--- src/rtl/cmd_frame_host_pkg.sv ---
// Shared definitions for the host-side UART command initiator:
// frame opcodes, command type encoding, FSM states and per-type frame/response lengths.
package cmd_frame_host_pkg;

  localparam logic [7:0] CMD_WR      = 8'hAA;
  localparam logic [7:0] CMD_RD      = 8'hBB;
  localparam logic [7:0] CMD_ALU_OP  = 8'hCC;
  localparam logic [7:0] CMD_ALU_NOP = 8'hDD;

  typedef enum logic [1:0] {
    TYPE_WR      = 2'd0,
    TYPE_RD      = 2'd1,
    TYPE_ALU_OP  = 2'd2,
    TYPE_ALU_NOP = 2'd3
  } cmd_type_e;

  typedef enum logic [2:0] {
    ST_IDLE,
    ST_SEND,
    ST_WAIT_HI,
    ST_WAIT_LO,
    ST_RESP,
    ST_FIN
  } state_e;

  function automatic logic [2:0] frame_len(input cmd_type_e t);
    case (t)
      TYPE_WR:     frame_len = 3'd3;
      TYPE_RD:     frame_len = 3'd2;
      TYPE_ALU_OP: frame_len = 3'd4;
      default:     frame_len = 3'd2;
    endcase
  endfunction

  function automatic logic [1:0] rsp_len(input cmd_type_e t);
    case (t)
      TYPE_WR: rsp_len = 2'd0;
      TYPE_RD: rsp_len = 2'd1;
      default: rsp_len = 2'd2;
    endcase
  endfunction

endpackage

--- src/rtl/cmd_frame_host.sv ---
// Serializes one register/ALU command into UART frame bytes and assembles the response.
// Define CMD_HOST_TIMEOUT_EN to bound the response wait to TimeoutCycles clocks.
module cmd_frame_host
  import cmd_frame_host_pkg::*;
#(
  parameter int BusWidth      = 8,
  parameter int FuncWidth     = 4,
  parameter int AddWidth      = 4,
  parameter int TimeoutCycles = 4096
) (
  input  logic                  CLK,
  input  logic                  RST,
  input  logic                  CMD_VLD,
  input  logic [1:0]            CMD_TYPE,
  input  logic [AddWidth-1:0]   CMD_ADDR,
  input  logic [BusWidth-1:0]   CMD_DATA,
  input  logic [BusWidth-1:0]   CMD_OPA,
  input  logic [BusWidth-1:0]   CMD_OPB,
  input  logic [FuncWidth-1:0]  CMD_FUN,
  output logic                  CMD_BUSY,
  output logic [BusWidth-1:0]   TX_P_Data,
  output logic                  TX_D_VLD,
  input  logic                  TX_Busy,
  input  logic [BusWidth-1:0]   RX_P_Data,
  input  logic                  RX_D_VLD,
  output logic [2*BusWidth-1:0] RSP_DATA,
  output logic                  DONE,
  output logic                  TIMEOUT
);

  if (TimeoutCycles < 2) begin : g_bad_timeout
    $error("TimeoutCycles must be at least 2");
  end

  state_e                 state_q, state_d;
  cmd_type_e              type_q, type_d;
  logic [AddWidth-1:0]    addr_q, addr_d;
  logic [BusWidth-1:0]    data_q, data_d, opa_q, opa_d, opb_q, opb_d;
  logic [FuncWidth-1:0]   fun_q, fun_d;
  logic [2:0]             tx_idx_q, tx_idx_d;
  logic [1:0]             rx_idx_q, rx_idx_d;
  logic [2*BusWidth-1:0]  rsp_q, rsp_d;
  logic [BusWidth-1:0]    tx_data_q, tx_data_d;
  logic                   tx_vld_q, tx_vld_d;
  logic                   busy_q, busy_d;
  logic                   done_q, done_d;
  logic                   timeout_q, timeout_d;
  logic                   to_hit;
  logic                   rx_last;

`ifdef CMD_HOST_TIMEOUT_EN
  localparam int unsigned TW = (TimeoutCycles > 2) ? $clog2(TimeoutCycles) : 1;
  localparam logic [TW-1:0] TLast = TW'(TimeoutCycles - 1);
  logic [TW-1:0] tcnt_q, tcnt_d;

  // Held at zero outside RESP, so it starts from zero on every RESP entry.
  always_comb begin
    tcnt_d = '0;
    if (state_q == ST_RESP) tcnt_d = tcnt_q + TW'(1);
  end

  always_ff @(posedge CLK or negedge RST) begin
    if (!RST) tcnt_q <= '0;
    else      tcnt_q <= tcnt_d;
  end

  assign to_hit = (state_q == ST_RESP) && (tcnt_q == TLast);
`else
  assign to_hit = 1'b0;
`endif

  function automatic logic [BusWidth-1:0] frame_byte(input cmd_type_e t, input logic [2:0] i);
    logic [BusWidth-1:0] b;
    b = '0;
    case (t)
      TYPE_WR:
        case (i)
          3'd0:    b = BusWidth'(CMD_WR);
          3'd1:    b = BusWidth'(addr_q);
          default: b = data_q;
        endcase
      TYPE_RD:     b = (i == 3'd0) ? BusWidth'(CMD_RD) : BusWidth'(addr_q);
      TYPE_ALU_OP:
        case (i)
          3'd0:    b = BusWidth'(CMD_ALU_OP);
          3'd1:    b = opa_q;
          3'd2:    b = opb_q;
          default: b = BusWidth'(fun_q);
        endcase
      default:     b = (i == 3'd0) ? BusWidth'(CMD_ALU_NOP) : BusWidth'(fun_q);
    endcase
    return b;
  endfunction

  assign rx_last = (rx_idx_q == (rsp_len(type_q) - 2'd1));

  always_comb begin
    state_d   = state_q;
    type_d    = type_q;
    addr_d    = addr_q;
    data_d    = data_q;
    opa_d     = opa_q;
    opb_d     = opb_q;
    fun_d     = fun_q;
    tx_idx_d  = tx_idx_q;
    rx_idx_d  = rx_idx_q;
    rsp_d     = rsp_q;
    tx_data_d = tx_data_q;
    tx_vld_d  = 1'b0;
    busy_d    = busy_q;
    done_d    = 1'b0;
    timeout_d = timeout_q;
    case (state_q)
      ST_IDLE: begin
        if (CMD_VLD && !busy_q) begin
          type_d    = cmd_type_e'(CMD_TYPE);
          addr_d    = CMD_ADDR;
          data_d    = CMD_DATA;
          opa_d     = CMD_OPA;
          opb_d     = CMD_OPB;
          fun_d     = CMD_FUN;
          tx_idx_d  = '0;
          rsp_d     = '0;
          timeout_d = 1'b0;
          busy_d    = 1'b1;
          state_d   = ST_SEND;
        end
      end
      ST_SEND: begin
        if (!TX_Busy) begin
          tx_vld_d  = 1'b1;
          tx_data_d = frame_byte(type_q, tx_idx_q);
          tx_idx_d  = tx_idx_q + 3'd1;
          state_d   = ST_WAIT_HI;
        end
      end
      ST_WAIT_HI: if (TX_Busy) state_d = ST_WAIT_LO;
      ST_WAIT_LO: begin
        if (!TX_Busy) begin
          if (tx_idx_q < frame_len(type_q)) begin
            state_d = ST_SEND;
          end else if (rsp_len(type_q) == 2'd0) begin
            done_d  = 1'b1;
            busy_d  = 1'b0;
            state_d = ST_FIN;
          end else begin
            rx_idx_d = '0;
            state_d  = ST_RESP;
          end
        end
      end
      ST_RESP: begin
        if (RX_D_VLD) begin
          if (rx_idx_q == 2'd0) rsp_d[BusWidth-1:0]          = RX_P_Data;
          else                  rsp_d[2*BusWidth-1:BusWidth] = RX_P_Data;
          rx_idx_d = rx_idx_q + 2'd1;
        end
        // A final byte landing on the timeout cycle still counts as completion.
        if (RX_D_VLD && rx_last) begin
          done_d  = 1'b1;
          busy_d  = 1'b0;
          state_d = ST_FIN;
        end else if (to_hit) begin
          done_d    = 1'b1;
          busy_d    = 1'b0;
          timeout_d = 1'b1;
          state_d   = ST_FIN;
        end
      end
      ST_FIN:  state_d = ST_IDLE;
      default: state_d = ST_IDLE;
    endcase
  end

  always_ff @(posedge CLK or negedge RST) begin
    if (!RST) begin
      state_q   <= ST_IDLE;
      type_q    <= TYPE_WR;
      addr_q    <= '0;
      data_q    <= '0;
      opa_q     <= '0;
      opb_q     <= '0;
      fun_q     <= '0;
      tx_idx_q  <= '0;
      rx_idx_q  <= '0;
      rsp_q     <= '0;
      tx_data_q <= '0;
      tx_vld_q  <= 1'b0;
      busy_q    <= 1'b0;
      done_q    <= 1'b0;
      timeout_q <= 1'b0;
    end else begin
      state_q   <= state_d;
      type_q    <= type_d;
      addr_q    <= addr_d;
      data_q    <= data_d;
      opa_q     <= opa_d;
      opb_q     <= opb_d;
      fun_q     <= fun_d;
      tx_idx_q  <= tx_idx_d;
      rx_idx_q  <= rx_idx_d;
      rsp_q     <= rsp_d;
      tx_data_q <= tx_data_d;
      tx_vld_q  <= tx_vld_d;
      busy_q    <= busy_d;
      done_q    <= done_d;
      timeout_q <= timeout_d;
    end
  end

  assign CMD_BUSY  = busy_q;
  assign TX_P_Data = tx_data_q;
  assign TX_D_VLD  = tx_vld_q;
  assign RSP_DATA  = rsp_q;
  assign DONE      = done_q;
  assign TIMEOUT   = timeout_q;

endmodule

--- config.mk ---
export PLATFORM = sky130hd
export DESIGN_NAME = cmd_frame_host
export DESIGN_NICKNAME = d
export VERILOG_FILES = /design/src/rtl/cmd_frame_host_pkg.sv /design/src/rtl/cmd_frame_host.sv
export SDC_FILE = /design/constraint.sdc
export NUM_CORES = 1
export LEC_CHECK = 0
export BUFFER_PORTS_ARGS = -buffer_cell sky130_fd_sc_hd__buf_2
export CORE_AREA = 2 2 99 77
export CTS_BUF_LIST = sky130_fd_sc_hd__clkbuf_16
export DETAILED_ROUTE_END_ITERATION = 8
export DIE_AREA = 0 0 101 79
export PLACE_DENSITY = 0.78
export SYNTH_ARGS = -nofsm -noshare
export SYNTH_HDL_FRONTEND = slang
export SYNTH_SLANG_ARGS = --single-unit
--- constraint.sdc ---
create_clock -name CLK -period 1.65 [get_ports CLK]
set_input_delay 0.0825 -clock CLK [delete_from_list [all_inputs] [get_ports CLK]]
set_output_delay 0.0825 -clock CLK [all_outputs]
set_load 0.02 [all_outputs]
==> results.tsv, run 1 <==
stage	metric	value	unit
run_status	status	finished with violations	
run_status	violations	negative setup slack	
power_and_ir_drop	power.density	1940	nW/um2
layout	nFillCells	474	
yosys	synth_top_area_share	51.3	%
layout	drive_gt1_share	52.4	%
yosys	synth_area_leaders	dfrtp_1 (51%), mux2_2 (15%), a21oi_1 (2.8%)	
worst_setup_path	endpoint_kind	flop	
placed_design	hpwl	5900	um
placed_design	port_buffers	73	
flow_run	maxCapViolCount	0	
clocking	clock_tree.htree_level_count	3	
power_and_ir_drop	peakVddDrop	0.00104	V
yosys	synth_cell_types	53	
layout	n_antenna_cell	0	
global_routing	antenna_found_initial	0	
yosys	syn_nets	333	
power_and_ir_drop	p_leak	2.30	nW
clocking	root_buffer	clkbuf_16	
drt	detail_route.wl_per_cell	19.0	um
worst_setup_path	crit_path_max_fanout	8	
yosys	synth_top_flop_cell	dfrtp_1	
yosys	syn_area	3370	um2
yosys	yosysTopAreaCell	dfrtp_1	
drt	drt_iter0_drc	313	
yosys	synth_enable_flop_cells	0	
sta	rsz0062_at_grt	true	
global_routing	grt_pass1_vias	2827	
sta	period_minus_slack	1.76	ns
global_routing	top_usage_layer	met2	
sta	drv_slew	0	
worst_setup_path	startpoint_type	flop	
clocking	clockBufferDepth	2	
die	fp.dieW	101	um
layout	regArea	1730	um2
yosys	synth_async_sr_flop_share	100	%
global_routing	grt_pass1_wl	13500	um
yosys	avgSynthCellArea	12.1	um2
worst_setup_path	arrival	2.00	ns
yosys	synth_most_common_cell	dfrtp_1	
layout	area_growth	43.9	%
die	fp.dieArea	7980	um2
die	rows	27	
sta	period_share	107	%
placed_design	pre_cts_slack	-0.0987	ns
yosys	yosysSeqAreaShare	51.3	%
sta	fmax	567	MHz
sta	setup_violations	14	
yosys	synth_common_cells	dfrtp_1 (69), mux2_2 (46), a21oi_1 (19), nor2_1 (16), o21ai_0 (11)	
drt	vias_per_cell	5.82	
die	io_pins	75	
die	coreArea	7090	um2
yosys	synth-warning-count	0	
sta	hold_viol_final	0	
drt	wl	9700	um
sta	setup_tns	-0.637	ns
die	initial_utilization	47.4	%
yosys	syn_inst	279	
drt	vias	2974	
drt	drt_first_pass_iters	6	
layout	multi_input_area	1660	um2
clocking	clkLatencyLatePin	0.33	ns
worst_setup_path	cp.required	1.89	ns
layout	fin_nets	473	
global_routing	gr-usage-met1	28.6	%
global_routing	grtUsageMet2	35.7	%
worst_setup_path	path_class	flop to flop	
global_routing	overflow	0	
clocking	path_clk_slew	0.06	ns
min_path	min_path_type	input pin to flop	
global_routing	grtUsageMet3	6.87	%
die	die_h	79	um
drt	ant_nets	0	
global_routing	grt_max_degree	70	
clocking	cts_tree	built	
global_routing	gr-usage-all-layers	22.2	%
clocking	clock_sinks	69	
yosys	ys_seq_elements	69	
drt	drc	0	
sta	finClkSkew	0.00714	ns
sta	worst_slack	-0.113	ns
clocking	cts_buffers	9	
placed_design	gp_congestion	0.858	
==> sequential cells by signal (all words and copies together) (netlist names) <==
register,flops
opb_q,8
DONE,1
TX_D_VLD,1
opa_q,8
RSP_DATA,16
addr_q,4
CMD_BUSY,1
state_q,3
rx_idx_q,2
tx_idx_q,3
TX_P_Data,8
type_q,2
fun_q,4
data_q,8
==> path summary, 6_finish.rpt <==
| kind | slack [ns] | startpoint | endpoint | depth (start not counted) |
|---|---|---|---|---|
| setup / recovery | -0.11 | tx_idx_q[1]$_DFFE_PN0P_ | TX_P_Data[4]$_DFFE_PN0P_ | 8 |
| hold / removal | 0.005 | CMD_OPB[6] | opb_q[6]$_DFFE_PN0P_ | 2 |
| setup reg to reg | -0.11 | tx_idx_q[1]$_DFFE_PN0P_ | TX_P_Data[4]$_DFFE_PN0P_ | 8 |
| hold reg to reg | 0.48 | fun_q[1]$_DFFE_PN0P_ | fun_q[1]$_DFFE_PN0P_ | 1 |
| max in group asynchronous | 1.02 | RST | state_q[1]$_DFFE_PN0P_ | 3 |
| min in group asynchronous | 0.29 | RST | rx_idx_q[1]$_DFFE_PN0P_ | 3 |
==> layout make-up <==
cell class | instances | share of cell area [%]
flip-flops and latches | 69 | 35.7
repair buffers | 146 | 21.6
clock buffers | 9 | 4.65
well taps | 87 | 2.25
multi-input cells | 185 | 34.4
inverters | 8 | 0.697
clock inverters | 7 | 0.723
==> cell usage in the layout (no fill, tap or decap), types with 5 or more instances in the layout <==
cell,instances
inv_1,6
buf_4,35
nand2_1,10
o21ai_0,8
clkbuf_16,9
a21oi_1,16
mux2_2,45
mux2_1,5
dlygate4sd3_1,29
and3_1,8
nor2_1,15
buf_6,6
dfrtp_1,66
buf_2,73
==> power breakdown <==
part / total (W) / switching [W] / leakage [nW] / internal, W
registers: 0.00304 / 0.000620 / 0.863 / 0.00242
clock network: 0.00170 / 0.000703 / 0.137 / 0.000994
logic: 0.00466 / 0.00241 / 1.30 / 0.00224
==> through the flow <==
step / utilization [%] / instance area, um2 / total power, W / cells / hold WS (ns)
CTS: 65.4 / 4640 / 0.00852 / 507 / 0.000230
detailed placement: 57.0 / 4050 / 0.00670 / 458 / 0.135
floorplan: - / 3380 / 0.00528 / 279 / -0.213
global placement: 57.0 / 4050 / 0.00652 / 458 / 0.130
global route: 68.3 / 4840 / 0.00985 / 511 / 0.00664
finish: 68.3 / 4840 / 0.00939 / 511 / 0.00548
==> critical path: stages, from the launching register on <==
cell and delay (ns):
dfrtp_1 0.45, buf_4 0.15, ha_2 0.19, buf_6 0.15, buf_4 0.13, a22oi_2 0.07, o21ai_1 0.19, nand2_1 0.13
a31oi_2 0.21
==> layer usage <==
layer / share of wire (%) / vias up
li1: - / 1297
met1: 41 / 1484
met2: 50 / 163
met3: 7.4 / 30
met4: 2.5 / 0
met5: 0 / -
==> logic make-up after synthesis <==
group / share of synthesized area, %
other: 0.111
muxes: 17.5
and+or+nand+nor: 9.70
xor gates and xnor gates: 0.521
AOI/OAI and AO/OA: 13.8
DFF: 51.3
adders and majority gates: 2.60
buffers and inverters: 4.42
==> timing repair <==
| action | CTS | global route |
|---|---|---|
| setup endpoints to repair | 42 | 28 |
| resized for setup | 6 | 41 |
| buffers inserted | 4 | 4 |
| pin swaps | 0 | 18 |
| hold endpoints to repair | 97 | 0 |
| hold buffers | 29 | 0 |
Power figures use the tool's default switching activity.
==> run 2, diff against run 1 <==
--- a/config.mk
+++ b/config.mk
@@ -8,8 +8,7 @@
 export BUFFER_PORTS_ARGS = -buffer_cell sky130_fd_sc_hd__buf_2
 export CORE_AREA = 2 2 99 77
-export CTS_BUF_LIST = sky130_fd_sc_hd__clkbuf_16
 export DETAILED_ROUTE_END_ITERATION = 8
 export DIE_AREA = 0 0 101 79
-export PLACE_DENSITY = 0.78
+export PLACE_DENSITY = 0.74
 export SYNTH_ARGS = -nofsm -noshare
 export SYNTH_HDL_FRONTEND = slang
==> constraint.sdc (replaced) <==
create_clock -name CLK -period 1.65 [get_ports CLK]
set_input_delay 0.165 -clock CLK [delete_from_list [all_inputs] [get_ports CLK]]
set_output_delay 0.165 -clock CLK [all_outputs]
set_load 0.02 [all_outputs]
==> run 2 against run 1 <==
Hold slack better by 0.029 ns. Power is 11% lower. Core utilization is 5.9 points lower. Non-clock buffer count is 33 lower. Sequential cell count stayed put. Critical endpoint is now RSP_DATA[8]$_DFFE_PN0P_. Clock-buffer cell count is 3 higher. The flow still finishes with violations (negative setup slack).
==> results.tsv, run 2 (synthesis gave the netlist of run 1 again) <==
stage	metric	value	unit	change
min_path	min_path_type	input pin to flop		
global_routing	grt_max_degree	61		-13%
layout	final_common_cell	buf_2		
worst_setup_path	path_class	flop to flop		
drt	ant_nets	0		unchanged
power_and_ir_drop	peakVddDrop	0.000823	V	-21%
clocking	root_buffer	clkbuf_8		
power_and_ir_drop	power.density	1890	nW/um2	-2.4%
worst_setup_path	cp-startpoint	state_q[1]$_DFFE_PN0P_		
placed_design	hpwl	5710	um	-3.2%
die	fp.dieArea	7980	um2	unchanged
worst_setup_path	startpoint_type	flop		
worst_setup_path	reg2reg_from	state_q[1]$_DFFE_PN0P_		
sta	setup_violations	8		-6
worst_setup_path	worstRegToRegCells	5		-3
clocking	clock_tree.htree_level_count	3		unchanged
sta	finClkSkew	0.00855	ns	+0.00142 ns
run_status	status	finished with violations		
layout	area_growth	31.6	%	
global_routing	grt_pass1_wl	13100	um	-3.2%
sta	period_share	101	%	-5.7 points
layout	fin_nets	440		-7.0%
global_routing	gr-usage-all-layers	21.5	%	-0.69 points
drt	drt_iter0_drc	205		-35%
die	rows	27		unchanged
die	io_pins	75		unchanged
layout	largest_reg_flops	16		unchanged
layout	layout_common_cells	buf_2 (73), dfrtp_1 (66), mux2_2 (39)		
sta	rsz0062_at_grt	true		
clocking	clkLatencyLatePin	0.35	ns	+0.02 ns
worst_setup_path	cp.required	1.88	ns	about the same
clocking	cts_tree	built		
worst_setup_path	endpoint_kind	flop		
placed_design	gp_congestion	0.826		-3.6%
sta	hold_viol_final	0		unchanged
placed_design	pre_cts_slack	-0.133	ns	-0.0347 ns
drt	detail_route.wl_per_cell	17.8	um	-6.1%
die	coreArea	7090	um2	unchanged
die	initial_utilization	47.4	%	unchanged
worst_setup_path	rr_endpoint	RSP_DATA[8]$_DFFE_PN0P_		
clocking	cts_buffers	9		unchanged
sta	period_minus_slack	1.67	ns	-0.0946 ns
clocking	clock_sinks	69		unchanged
die	die_h	79	um	unchanged
drt	drc	0		unchanged
layout	drive_gt1_share	53.2	%	+0.85 points
drt	vias	2763		-7.1%
global_routing	overflow	0		unchanged
worst_setup_path	arrival	1.90	ns	-0.10 ns
placed_design	port_buffers	73		unchanged
flow_run	maxCapViolCount	0		unchanged
drt	wl	8490	um	-12%
worst_setup_path	r2r_setup_slack	-0.02	ns	+0.09 ns
sta	fmax	600	MHz	+5.7%
sta	drv_slew	0		unchanged
worst_setup_path	crit_path_max_fanout	8		unchanged
worst_setup_path	crit_end	RSP_DATA[8]$_DFFE_PN0P_		
sta	worst_slack	-0.0180	ns	+0.0946 ns
global_routing	grt_pass1_vias	2660		-5.9%
sta	whs	0.0344	ns	+0.0289 ns
run_status	violations	negative setup slack		
clocking	clockBufferDepth	2		unchanged
layout	n_antenna_cell	0		unchanged
die	fp.dieW	101	um	unchanged
drt	vias_per_cell	5.80		-0.26%
clocking	path_clk_slew	0.07	ns	about the same
global_routing	antenna_found_initial	0		unchanged
power_and_ir_drop	p_leak	2.12	nW	-7.9%
drt	drt_first_pass_iters	4		-2
-- run 2: cell types whose count changed in the layout (fill, tap and decap cells not counted), sizes merged --
cell,change
dlygate4sd3,-28
inv,-1
clkinv,-2
buf,-5
clkinvlp,-2
clkbuf,+3
-- run 2: routing by layer --
metal / share of wire [%] / wire, um / vias up / track usage, %
met5: 0 / 0 / - / 0
met4: 1.8 / 154 / 0 / 6.49
met3: 5.9 / 504 / 18 / 6.07
met2: 50 / 4230 / 108 / 33.3
met1: 42 / 3590 / 1407 / 29.6
li1: - / - / 1230 / -
-- run 2: power breakdown --
| part | total, W | internal (W) | switching (W) | leakage, nW |
|---|---|---|---|---|
| Combinational | 0.00420 | 0.00206 | 0.00213 | 1.17 |
| Sequential | 0.00298 | 0.00241 | 0.000569 | 0.863 |
| Clock | 0.00120 | 0.000606 | 0.000596 | 0.0881 |
| Total | 0.00838 | 0.00508 | 0.00329 | 2.12 |
-- run 2: area by class of cell --
class,instances,area [um2]
fill,555,2670
sequential,69,1730
multi-input combinational,185,1640
timing repair buffer,113,749
clock buffer,12,155
tap,87,109
inverter,8,30.0
clock inverter,2,10.0
-- run 2: through the flow --
step / total power (W) / setup TNS [ns] / utilization [%] / cell area (um2) / instances
after floorplan: 0.00528 / -1.10 / - / 3380 / 279
after global placement: 0.00640 / -0.979 / 55.9 / 3970 / 451
after detailed placement: 0.00652 / -2.77 / 55.9 / 3970 / 451
after CTS: 0.00789 / -1.08 / 59.7 / 4240 / 468
after global routing: 0.00892 / -0.692 / 62.4 / 4430 / 476
final: 0.00838 / -0.0946 / 62.4 / 4430 / 476
-- run 2: worst min path at each step --
| stage | end | slack [ns] | depth (start not counted) | startpoint |
|---|---|---|---|---|
| floorplan | CMD_BUSY$_DFFE_PN0P_ | -0.13 | 0 | RST |
| global route | opb_q[2]$_DFFE_PN0P_ | 0.02 | 2 | CMD_OPB[2] |
| CTS | opb_q[2]$_DFFE_PN0P_ | 0.02 | 2 | CMD_OPB[2] |
| global placement | fun_q[0]$_DFFE_PN0P_ | 0.05 | 1 | RST |
| detailed placement | data_q[3]$_DFFE_PN0P_ | 0.05 | 1 | RST |
| finish | opb_q[2]$_DFFE_PN0P_ | 0.03 | 2 | CMD_OPB[2] |
-- run 2: critical path: stages, from the launching register on --
cell,delay [ns]
dfrtp_2,0.46
nor4_4,0.30
buf_6,0.17
a2bb2oi_4,0.16
buf_12,0.15
mux2_4,0.30
-- run 2: timing repair --
item / CTS / global route
buffers inserted: 2 / 8
gates resized for setup: 17 / 27
setup endpoints to repair: 55 / 62
hold buffers: 1 / 0
hold endpoints to repair: 9 / 0
pin swaps: 1 / 10
